[src/rtl/hmmm_loader.sv]
// hmmm_loader: loads a host program into the CPU, then bridges CPU reads/writes to host word handshakes
module hmmm_loader (
  input  logic        clk,
  input  logic        rst,
  input  logic        load_start,
  input  logic [7:0]  load_count,
  input  logic        wr_valid,
  input  logic [15:0] wr_data,
  output logic        wr_ready,
  output logic        pgrm_addr,
  output logic        pgrm_data,
  output logic        cpu_rst,
  output logic [15:0] bus_out,
  output logic        bus_oe,
  input  logic [15:0] bus_in,
  input  logic        cpu_write,
  input  logic        cpu_read,
  input  logic        in_valid,
  input  logic [15:0] in_data,
  output logic        in_ready,
  output logic        out_valid,
  output logic [15:0] out_data,
  input  logic        out_ready,
  output logic        cpu_hold,
  output logic        busy,
  output logic        out_overflow
);
  typedef enum logic [2:0] {IDLE, START, FETCH, ADDR, DATA, RELEASE, RUN} state_t;
  state_t state, state_d;
  logic [7:0] addr, count;
  logic [15:0] word, in_buf;
  logic in_full, go, rd, wr, serve;
  always_comb begin
    go = load_start & (state == IDLE | state == RUN);
    wr = state == RUN & cpu_write;
    rd = state == RUN & cpu_read & ~cpu_write;
    serve = rd & in_full;
    state_d = state;
    case (state)
      START:   state_d = FETCH;
      FETCH:   state_d = wr_valid ? ADDR : FETCH;
      ADDR:    state_d = DATA;
      DATA:    state_d = addr == count ? RELEASE : FETCH;
      RELEASE: state_d = RUN;
      default: state_d = state;
    endcase
    if (go) state_d = START;
    wr_ready = state == FETCH;
    pgrm_addr = state == ADDR;
    pgrm_data = state == DATA;
    cpu_rst = state == START | state == RELEASE;
    busy = state != IDLE & state != RUN;
    bus_oe = pgrm_addr | pgrm_data | serve;
    bus_out = pgrm_addr ? {8'h00, addr} : pgrm_data ? word : serve ? in_buf : 16'h0000;
    cpu_hold = rd & ~in_full;
    // in_ready stays low while reset is held so reset presents all-zero outputs
    in_ready = rst & ~in_full;
  end
  always_ff @(posedge clk) begin
    if (!rst) begin
      state <= IDLE;
      addr <= '0;
      count <= '0;
      word <= '0;
      in_buf <= '0;
      in_full <= 1'b0;
      out_valid <= 1'b0;
      out_data <= '0;
      out_overflow <= 1'b0;
    end else begin
      state <= state_d;
      if (go) begin
        count <= load_count;
        addr <= '0;
        in_full <= 1'b0;
        out_valid <= 1'b0;
        out_overflow <= 1'b0;
      end else begin
        if (state == FETCH && wr_valid) word <= wr_data;
        if (state == DATA && addr != count) addr <= addr + 8'd1;
        if (in_valid && in_ready) begin
          in_full <= 1'b1;
          in_buf <= in_data;
        end else if (serve) in_full <= 1'b0;
        if (wr) begin
          out_data <= bus_in;
          out_valid <= 1'b1;
          if (out_valid && !out_ready) out_overflow <= 1'b1;
        end else if (out_ready) out_valid <= 1'b0;
      end
    end
  end
endmodule
[config.mk]
export PLATFORM = sky130hd
export DESIGN_NAME = hmmm_loader
export DESIGN_NICKNAME = d
export VERILOG_FILES = /design/src/rtl/hmmm_loader.sv
export SDC_FILE = /design/constraint.sdc
export NUM_CORES = 1
export LEC_CHECK = 0
export ABC_AREA = 1
export BUFFER_PORTS_ARGS = -buffer_cell sky130_fd_sc_hd__buf_2
export CORE_MARGIN = 1.5
export CORE_UTILIZATION = 35
export CTS_CLUSTER_DIAMETER = 40
export DETAILED_ROUTE_END_ITERATION = 16
export SLEW_MARGIN = 10
export SYNTH_ARGS = -nofsm -noshare
export SYNTH_HDL_FRONTEND = slang
export SYNTH_SLANG_ARGS = --single-unit
[constraint.sdc]
create_clock -name clk -period 1.9 [get_ports clk]
set_input_delay 0.38 -clock clk [delete_from_list [all_inputs] [get_ports clk]]
set_output_delay 0.38 -clock clk [all_outputs]
set_load 0.01 [all_outputs]
# Word-level counts from Yosys, hierarchy flattened
# Cells that the tools add are included.
[classes]
n_addsub = 1
eq_ne = 9
n_mux = 11
bitwise_logic = 16
reduce_logical = 16
[op_table]
columns = ["cell", "n"]
rows = [
  ["two-way mux 16 bit", 3],
  ["case mux 3 bit (5 select lines)", 1],
  ["equality test 3 bit (second input constant)", 3],
  ["adder 8 x 1 -> 8 bit (second input constant)", 1],
  ["AND 1 bit", 8],
  ["equality test 8 bit", 1],
  ["!= test 8 bit", 1],
  ["AND reduction 2 bit", 4],
  ["equality test 3 x 2 -> 1 bit (second input constant)", 2],
  ["two-way mux 1 bit", 6],
  ["nonzero test 6 bit", 1],
  ["nonzero test 5 bit", 1],
  ["logical AND 1 bit", 4],
  ["inverter 1 bit", 4],
  ["OR 1 bit", 4],
  ["nonzero test 2 bit", 2],
  ["equality test 3 x 1 -> 1 bit (second input constant)", 1],
  ["logical NOT 3 bit", 1],
  ["two-way mux 3 bit", 1],
  ["!= test 3 bit (second input constant)", 1],
  ["nonzero test 3 bit", 1],
  ["OR reduction 2 bit", 1],
  ["logical NOT 1 bit", 1],
]
[totals]
regBits = 70
input_bits = 64
output_inout_bits = 42
wordCells = 63

# Depth between registers and ports, before layout
[logic_depth]
ltp_word = 7
ltp_mapped = 11
ltp_nobuf = 10

# Worst setup path before layout
# OpenSTA, ideal clock, no wires.
[synth_timing]
path_type = "reg2out"
start = "reg state[1]"
end = "out bus_out[6]"
arrival_ps = 1249
t_required_ps = 1520
setup_slack_ps = 271
path_stages_with_launch = 8
path_buffers = 1
path_cell_list = "dfxtp_1 > inv_2 > nor2_4 > nand2_4 > nor2_2 > buf_2 > nand3_1 > o211ai_1"
[synth_via]
elab_chain_len = 7
word_cells_on_any_way = 9
cone_classes = "eq/ne: 3; mux: 3; bitwise: 3"
[synth_lines]
columns = ["item", "line", "source"]
rows = [
  ["from (decl)", "29", "state_t state, state_d;"],
  ["from (signal assigned)", "71", "state <= state_d;"],
  ["equality test 3 bit", "36", "rd = state == RUN & cpu_read & ~cpu_write;"],
  ["AND 1 bit (2 in a row)", "36", ""],
  ["AND 1 bit", "37", "serve = rd & in_full;"],
  ["two-way mux 16 bit (2 in a row)", "54", "bus_out = pgrm_addr ? {8'h00, addr} : pgrm_data ? word : serve ? in_buf : 16'h0000;"],
  ["two-way mux 16 bit (*)", "54", ""],
  ["to (decl)", "13", "output logic [15:0] bus_out,"],
]
# Every way passes the cells marked *; elsewhere a longest branch is shown, timed or not.

# Worst setup path after layout
[layout_timing]
start = "reg state[1]"
end = "out bus_out[15]"
# Same word-level chain as after synthesis.

==> metrics.csv <==
stage,metric,value,unit
cts,cts_tree,built,
layout,nets,609,
sta,min_period_over_period,103,%
logic_synthesis,synth.most_common_cell,nor2_1,
routing,wl_per_cell,13.2,µm
critical_path,r2r_start,state[0],
global_routing,grt_pass1_vias,3014,
cts,clock_latency,0.35,ns
critical_path,cp-start-kind,register,
logic_synthesis,synthesis.area,0.00314,mm²
sta,setup_violations,16,
logic_synthesis,synth.yosys.seq_area_share,44.6,%
place,place_area,0.00374,mm²
sta,fin_crit,1.96,ns
critical_path,worstPathMaxFanout,6,
logic_synthesis,ys_warn_count,0,
routing,num_vias,3161,
critical_path,reg2regPathDepth,9,
routing,wirelength,8.67,mm
place,hpwl,5.94,mm
power_and_ir_drop,cellLeakagePower,1.93,nW
logic_synthesis,ys_seq_elements,70,
global_routing,grt_usage,18.8,%
floorplan,fp.dieArea,0.00955,mm²
critical_path,worstPathArrival,1.58,ns
global_routing,antenna_found_initial,0,
cts,htree_levels,3,
sta,finalSetupTns,-0.617,ns
critical_path,r2r_slack,0.22,ns
critical_path,reg2reg_to,state[2],
global_routing,overflow,0,
layout,num_antenna_cells,0,
layout,seqCellArea,0.00141,mm²
routing,initialDrtViolationCount,109,
job,drv_cap,0,
layout,fin_util,47.2,%
power_and_ir_drop,powerDensity,794,mW/mm²
layout,fill_cells,891,
floorplan,boundaryPins,106,
global_routing,grt_pass1_wl,14.5,mm
critical_path,crit_path_end_kind,output pin,
routing,vias_per_cell,4.82,
logic_synthesis,async_reset_ff_share,0,%
sta,fmax,0.510,GHz
logic_synthesis,synth_nets,499,
sta,slew_headroom,67.8,%
place,dp_slack,0.196,ns
floorplan,die_w,97.7,µm
floorplan,initial_core_util,36.0,%
cts,cts_root_buf,clkbuf_8,
sta,rsz0062_at_grt,yes,
global_routing,grt_max_degree,57,
sta,maxSlewViolCount,0,
logic_synthesis,ys.flop_type,dfxtp_1,
logic_synthesis,synth.avg_cell_area,7.25,µm²
logic_synthesis,syn_inst,433,
power_and_ir_drop,ir_drop,0.509,mV
logic_synthesis,yosys-top-cells-count,"116 x nor2_1, 70 x dfxtp_1, 57 x nand2_1",
logic_synthesis,yosysUniqueCellTypes,30,
worst_hold_path,whs_path_depth,3,
critical_path,cp.required,1.52,ns
sta,hold_violations,0,
critical_path,path_class,register to output pin,
worst_hold_path,holdPathEnd,in_buf[12],
sta,finClkSkew,0.00935,ns
routing,firstDrtPassIters,5,
logic_synthesis,synth.top_cells.by_area,"dfxtp_1 45%, nor2_1 14%, o21ai_0 7.3%",
routing,ant_nets,0,
floorplan,coreArea,0.00872,mm²
layout,drive_gt1_share,30.7,%
logic_synthesis,synth_top_area_share,44.6,%
sta,postLayoutSetupSlackWorst,-0.0614,ns
floorplan,dieHeight,97.7,µm
place,port_buffers,105,
sta,worst_pin_slew,0.482,ns
status,status,"finished, violations left",
worst_hold_path,hp-class,input pin to register,
logic_synthesis,yosys.area.top_type,dfxtp_1,
cts,ctsLongestPathBuffers,2,
routing,drc_errors,0,
cts,cts_made_buffers,9,
logic_synthesis,synth_edf_count,0,
layout,area_growth,31.0,%
cts,clk_pin_slew,0.08,ns
layout,multi_input_area,0.00157,mm²
place,gp_congestion,0.808,
cts,cts_sinks,70,
layout,stdcell_area,0.00411,mm²
worst_hold_path,hold_start,in_data[12],
status,violations,negative setup slack,
floorplan,rows,34,
==> flip-flops by register name, summed over array words and instances (netlist names) <==
signal and cells:
state 3, out_data 16, out_overflow 1, addr 8, in_full 1, in_buf 16, out_valid 1, word 16
count 8
==> per-layer routing <==
layer,vias up,track usage (%),routed length (µm)
met1,1431,22.9,3990
met3,13,5.40,477
met5,-,0,0
met2,93,31.5,4050
li1,1624,-,-
met4,0,6.92,149
==> logic make-up (layout without fill, tap and decap cells) <==
| family | count (synthesis) | count (layout) | synth area share [%] |
|---|---|---|---|
| AND/OR/NAND/NOR | 221 | 221 | 30.4 |
| XOR/XNOR | 10 | 10 | 2.79 |
| AO/OA/AOI/OAI | 83 | 83 | 14.5 |
| flip-flops | 70 | 70 | 44.6 |
| adder cells (fa/ha/maj) | 2 | 2 | 0.797 |
| buffers and inverters | 47 | 162 | 6.94 |
==> what timing repair did <==
action	4_1_cts	5_1_grt
setup buffers	5	2
endpoints found under the setup margin	17	18
gates resized for setup	21	4
hold buffers	0	0
cloned	1	0
pin swaps	2	2
==> placed cells by master, fill, tap and decap left out, types with 3 or more instances in the layout <==
master,synthesis,routed
a21oi_1,16,16
o21ai_1,12,12
dfxtp_1,70,68
nand2_2,5,5
clkbuf_8,0,9
xnor2_1,5,5
a32o_1,7,7
inv_1,17,17
nand2_1,57,57
nor2_1,116,115
o21ai_0,46,46
inv_4,1,4
nor2_2,3,3
nor3_1,6,6
nand3_1,27,19
buf_2,5,102
clkinv_2,0,3
buf_6,3,6
xor2_1,5,5
inv_2,7,4
nand3_2,0,8
buf_4,1,10
==> power by group <==
part / switching [mW] / leakage (nW) / internal [mW] / total (mW)
combinational: 0.222 / 1.26 / 0.150 / 0.371
sequential: 0.0525 / 0.570 / 1.54 / 1.59
clock: 0.569 / 0.106 / 0.737 / 1.31
==> worst max path at each step <==
stage,slack [ns],to,start
floorplan,0.27,bus_out[6],state[1]
global placement,0.20,bus_out[14],cpu_write
CTS,-0.06,bus_out[15],state[1]
finish,-0.06,bus_out[15],state[1]
detailed placement,0.20,bus_out[15],cpu_write
global route,-0.14,bus_out[5],state[1]
==> area by class of cell <==
cell class	count	area share, %
timing repair buffer	119	16.4
sequential	70	34.2
tap	108	3.28
clock inverter	6	2.10
clock buffer	10	3.10
multi-input combinational	316	38.1
inverter	27	2.86
==> metrics by stage <==
stage	total power, mW	std cells	hold slack [ns]
floorplan	1.85	433	0.444
global placement	1.97	632	0.448
detailed placement	1.98	632	0.462
CTS	3.30	654	0.239
global route	3.42	656	0.244
finish	3.27	656	0.255
==> worst max-delay path, stage by stage (launching register included) <==
cell     delay, ns
dfxtp_4       0.40
inv_4         0.05
nor2_4        0.11
nand2_4       0.06
nor2_4        0.17
buf_6         0.16
a32o_1        0.16
buf_2         0.12
(Power assumes the default switching activity.)
